==> config.mk <==
export PLATFORM = sky130hd
export DESIGN_NAME = din_debounce
export DESIGN_NICKNAME = d
export VERILOG_FILES = /design/src/rtl/din_debounce.sv
export SDC_FILE = /design/constraint.sdc
export NUM_CORES = 1
export LEC_CHECK = 0
export ABC_CLOCK_PERIOD_IN_PS = 8300
export CAP_MARGIN = 15
export CORE_ASPECT_RATIO = 0.7
export CORE_MARGIN = 2
export CORE_UTILIZATION = 40
export CTS_CLUSTER_DIAMETER = 30
export DETAILED_ROUTE_END_ITERATION = 6
export SLEW_MARGIN = 10
export SYNTH_ARGS = -nofsm -noshare
export SYNTH_HDL_FRONTEND = slang
export SYNTH_SLANG_ARGS = --single-unit
==> constraint.sdc <==
create_clock -name iCLK -period 8.3 [get_ports iCLK]
set_clock_uncertainty 0.05 [all_clocks]
set_input_delay 1.66 -clock iCLK [delete_from_list [all_inputs] [get_ports iCLK]]
set_output_delay 1.66 -clock iCLK [all_outputs]
set_load 0.05 [all_outputs]
==> src/rtl/din_debounce.sv <==
// din_debounce: 8-bit input synchronizer/debouncer with edge pulses and sticky change flags.
module din_debounce #(
    parameter int DEB_CYCLES = 50000
) (
    input  logic       iCLK,
    input  logic       iRST,
    input  logic [7:0] iRaw,
    input  logic [7:0] iClr,
    output logic [7:0] oDeb,
    output logic [7:0] oRise,
    output logic [7:0] oFall,
    output logic [7:0] oEvt,
    output logic       oIrq
);
    localparam int CW = $clog2(DEB_CYCLES);
    localparam logic [CW-1:0] LAST = CW'(DEB_CYCLES - 1);

    logic [7:0]    s1, s2, upd;
    logic [CW-1:0] cnt [8];

    always_comb begin
        upd = '0;
        for (int i = 0; i < 8; i++)
            upd[i] = (s2[i] != oDeb[i]) && (cnt[i] == LAST);
    end

    always_ff @(posedge iCLK or posedge iRST) begin
        if (iRST) begin
            s1 <= '0;
            s2 <= '0;
        end else begin
            s1 <= iRaw;
            s2 <= s1;
        end
    end

    // Any return to the debounced level, or a completed update, restarts the count.
    always_ff @(posedge iCLK or posedge iRST) begin
        if (iRST) begin
            for (int i = 0; i < 8; i++)
                cnt[i] <= '0;
        end else begin
            for (int i = 0; i < 8; i++)
                cnt[i] <= (s2[i] == oDeb[i] || upd[i]) ? '0 : cnt[i] + CW'(1);
        end
    end

    // Set wins over clear when an update and iClr land on the same edge.
    always_ff @(posedge iCLK or posedge iRST) begin
        if (iRST) begin
            oDeb  <= '0;
            oRise <= '0;
            oFall <= '0;
            oEvt  <= '0;
        end else begin
            oDeb  <= oDeb ^ upd;
            oRise <= upd & s2;
            oFall <= upd & ~s2;
            oEvt  <= upd | (oEvt & ~iClr);
        end
    end

    assign oIrq = |oEvt;
endmodule
---- Word level (Yosys, flattened, before mapping) ----
Index checks and enable logic that the tools add are counted.
storage, ports and cells
  register bits ........................... 176
  word-level logic and storage cells ...... 78
operators by class
  add/subtract/negate cells ............... 8
  equal/unequal tests ..................... 24
  multiplexer cells ....................... 8
  bitwise logic cells ..................... 7
  reductions and logical operators ........ 17
operators with widths
  operator                                                          count
  16-bit by 1-bit adder with 16-bit output (second input constant)  8
  16-bit equality test (second input constant)                      8
  16-bit two-way mux                                                8
  8-bit AND                                                         3
  8-bit NOT                                                         2
  1-bit equality test                                               8
  1-bit logical AND                                                 8
  1-bit logical OR                                                  8
  1-bit inequality test                                             8
  8-bit OR                                                          1
  8-bit OR reduction                                                1
  8-bit bitwise XOR                                                 1

---- Logic depth before layout (Yosys ltp) ----
  depth after elaboration ................. 4
  depth in mapped cells ................... 7
  gate-level depth less buffers ........... 5

---- Worst setup path before layout ----
No wires, ideal clock.
  path type ............................... reg2out
  start ................................... reg oEvt[6]
  end ..................................... out oIrq
  data arrival time ....................... 1.203 ns
  data required time ...................... 6.590 ns
  slack ................................... 5.387 ns
  cell stages (with the launch flop) ...... 3
  path buffers ............................ 0
  path through ............................ dfrtp_1 > nor4_1 > nand2_1
on the way
  longest elaborated chain between the ends .. 1
ends and longest elaborated chain
  what                    line  text
  from (decl)             12    output logic [7:0] oEvt,
  from (signal assigned)  59    oEvt <= upd | (oEvt & ~iClr);
  8-bit OR reduction      63    assign oIrq = |oEvt;
  to (decl)               13    output logic oIrq
Every way passes these cells.

---- Worst setup path in the final report ----
  start ................................... reg oEvt[5]
  end ..................................... out oIrq
The elaborated chain is that of the path after synthesis.

==> results.sh <==
export IMPL_vias_per_cell=4.832
export IMPL_final_cell_area_sq_um=9274
export IMPL_first_pass_iters=4
export IMPL_yosys_warnings=0
export IMPL_cts_max_level=4
export IMPL_hp_start="s1[1]"
export IMPL_crit_end="oIrq"
export IMPL_fp_dieH_um=122.0
export IMPL_crit_type="reg2out"
export IMPL_setup_viol=0
export IMPL_nNetsFinal=829
export IMPL_critPathMaxStageDelay_ns=0.73
export IMPL_cts_resized=0
export IMPL_max_slew_margin_rel_pct=38.92
export IMPL_cp_num_buf_inv=1
export IMPL_synth_nets=776
export IMPL_drc_errors=0
export IMPL_crit_fanout=3
export IMPL_hold_violations=0
export IMPL_hpwl_um=9546
export IMPL_grt_max_degree=104
export IMPL_drive_gt1_share_pct=6.373
export IMPL_die_w_um=172.6
export IMPL_critPathArrivalTime_ns=2.35
export IMPL_drv_cap=0
export IMPL_reg2reg_depth=4
export IMPL_drt_iter0_drc=352
export IMPL_area_growth_pct=16.58
export IMPL_final_util_pct=47.23
export IMPL_period_share_pct=48.87
export IMPL_crit_family="simple AND/OR/NAND/NOR gates"
export IMPL_cts_setup_buffers=0
export IMPL_synth_ff_latch_count=176
export IMPL_drt_total_wl_um=14230
export IMPL_cp_data_required_time_ns=6.59
export IMPL_grt_pass1_wl_um=24670
export IMPL_min_path_type="reg2reg"
export IMPL_r2r_end="oFall[3]"
export IMPL_cts_sinks=176
export IMPL_antenna_left=0
export IMPL_max_freq_ghz=0.2465
export IMPL_rsz0062_at_grt="false"
export IMPL_cts_buffer_depth=2
export IMPL_antenna_found_initial=0
export IMPL_power_density_nw_per_um2=187.0
export IMPL_core_area_sq_um=19640
export IMPL_crit_start="oEvt[5]"
export IMPL_ctsHoldBuffers=0
export IMPL_io_pins=51
export IMPL_netlist_area_sq_um=7955
export IMPL_postPlaceCellArea_sq_um=8680
export IMPL_grt_pass1_vias=4919
export IMPL_tightestPinTransition_ns=0.9161
export IMPL_port_buffer_count=50
export IMPL_numCtsBuffers=17
export IMPL_root_buffer="clkbuf_16"
export IMPL_clk_pin_slew_ns=0.07
export IMPL_initial_core_util_pct=40.51
export IMPL_cp_start_kind="flop"
export IMPL_outcome="completed"
export IMPL_cp_depth=3
export IMPL_power_leakage_nw=3.653
export IMPL_dp_cells=1054
export IMPL_final_cells=1086
export IMPL_cts_tree="built"
export IMPL_reg2reg_from="cnt[68]"
export IMPL_regToRegSetupSlack_ns=6.15
export IMPL_endpoint_kind="output port"
export IMPL_dieArea_sq_um=21050
export IMPL_synthCells=750
export IMPL_ys_types=39
export IMPL_num_vias=5248
export IMPL_worstPathCellList="nor4_1 -> nand2_1 -> clkdlybuf4s50_1"
export IMPL_synth_avg_cell_area_sq_um=10.61
export IMPL_post_drt_wl_per_cell_um=13.11
export IMPL_overflow=0
export IMPL_ys_seq_area_share_pct=55.36
export IMPL_period_minus_slack_ns=4.057
export IMPL_slowest_stage="clkdlybuf4s50_1"
export IMPL_ir_drop_mv=0.1541
export IMPL_finalSetupTns_ns=0
export IMPL_finalWeightedCongestion=0.8011
export IMPL_track_usage_pct=14.51
export IMPL_rows=43
export IMPL_final_max_slew_viol_count=0
export IMPL_antenna_cells=0
export IMPL_insertion_delay_ns=0.42
-- cells by family after synthesis --
family                     synth area share (%)
and+or+nand+nor                           25.07
DFF                                       55.36
xor gates and xnor gates                  13.21
buffers and inverters                     3.051
AOI/OAI and AO/OA                        0.8650
muxes                                     1.180
adders and majority gates                 1.258
-- layout make-up --
type                            count  area (sq um)
Sequential cell                   176          4404
Inverter                           31         121.4
Timing Repair Buffer               51         508.0
Clock buffer                       19         452.9
Fill cell                        1843         10360
Clock inverter                     13         141.4
Multi-Input combinational cell    526          3308
Tap cell                          270         337.8
-- placed cells by master (no fill, tap or decap), types with 2 or more instances in the layout --
cell type        instances
nand4_1                 39
o22ai_1                  4
mux2_2                   7
o21ai_0                  2
nor4b_1                  5
nor3b_1                 16
nand2b_2                 3
nand2_1                 27
nor2b_1                  2
clkdlybuf4s50_1         50
nand3b_1                 3
a41o_1                   2
nand2b_1                 2
xnor2_1                 99
clkbuf_16               17
or4b_1                   7
inv_1                   30
ha_1                     8
nor3_1                  27
or4_1                    2
dfrtp_1                176
nor4_1                  37
or4b_2                   2
nand3_1                 43
clkinvlp_4               3
nor4bb_1                 6
xor2_1                  21
nor2_1                 143
clkbuf_8                 2
or4_4                    3
and4_1                   2
inv_8                    4
and3_1                   8
inv_6                    5
-- per-stage QoR --
step	power, mW	hold WS, ns	setup slack [ns]
2_1_floorplan	0.9378	0.2812	1.816
3_3_place_gp	0.9564	0.2831	4.377
3_5_place_dp	0.9563	0.2847	4.386
4_1_cts	1.761	0.3006	4.162
5_1_grt	1.808	0.3069	4.147
6_report	1.734	0.2991	4.243
-- per-layer routing --
metal  wire length (um)  part of all wire [%]  up-vias  GRT usage [%]
met2               5594                    39       54          19.93
met1               8029                    56     2492          22.27
met4                125                  0.88        0          4.167
met5                  0                     0        -              0
li1                   -                     -     2694              -
met3                484                   3.4        8          3.777
-- how the worst min path moves through the flow --
stage	endpoint	slack [ns]	depth (start not counted)
after CTS	s2[1]	0.30	0
after global routing	s2[1]	0.31	0
after detailed placement	s2[1]	0.28	0
final	s2[1]	0.30	0
after floorplan	s2[0]	0.28	0
after global placement	s2[1]	0.28	0
-- registers in the layout, indices dropped and copies added, names as in the netlist, named ones only --
register  cells
cnt         128
oEvt          8
oFall         8
oRise         8
s1            8
s2            8
-- where the power goes --
part / leakage (nW) / internal, mW / switching [mW]
Sequential: 2.40 / 0.871 / 0.0131
Combinational: 0.966 / 0.0188 / 0.0352
Clock: 0.285 / 0.442 / 0.354
Total: 3.65 / 1.33 / 0.402
-- cell usage after synthesis --
cell type	count	area, sq um
o21ai_0	2	10.01
nor3b_1	16	120.1
xor2_1	21	183.9
or4_1	2	15.01
and3b_1	1	8.760
inv_1	31	116.4
nand4_1	39	244.0
nand2_4	1	11.26
nand3_1	43	215.2
nor2b_1	2	12.51
nor4b_1	5	43.79
mux2_4	1	15.01
or3_1	1	6.260
nor4_1	37	231.5
nor4bb_1	6	60.06
buf_6	5	56.30
nand3b_1	3	22.52
clkbuf_1	7	26.28
nand2_1	27	101.4
and3_1	8	50.05
nor3_1	27	135.1
and4_1	2	17.52
buf_8	2	30.03
buf_1	1	3.750
ha_1	8	100.1
nand2b_2	3	26.28
nand2b_1	2	12.51
or4b_2	2	20.02
xnor2_1	99	867.1
a31o_2	1	8.760
a21oi_1	1	5.000
o22ai_1	4	25.02
nor2_1	143	536.8
mux2_2	7	78.83
or4b_1	7	70.07
or4_4	3	33.78
a41o_1	2	20.02
buf_2	2	10.01
dfrtp_1	176	4404
-- worst reg2reg max path, delay by kind of cell (launching register included) --
kind / cells / cell delay [ns]
flip-flops: 1 / 0.46
AND/OR/NAND/NOR: 4 / 1.56
(Power assumes the default switching activity.)
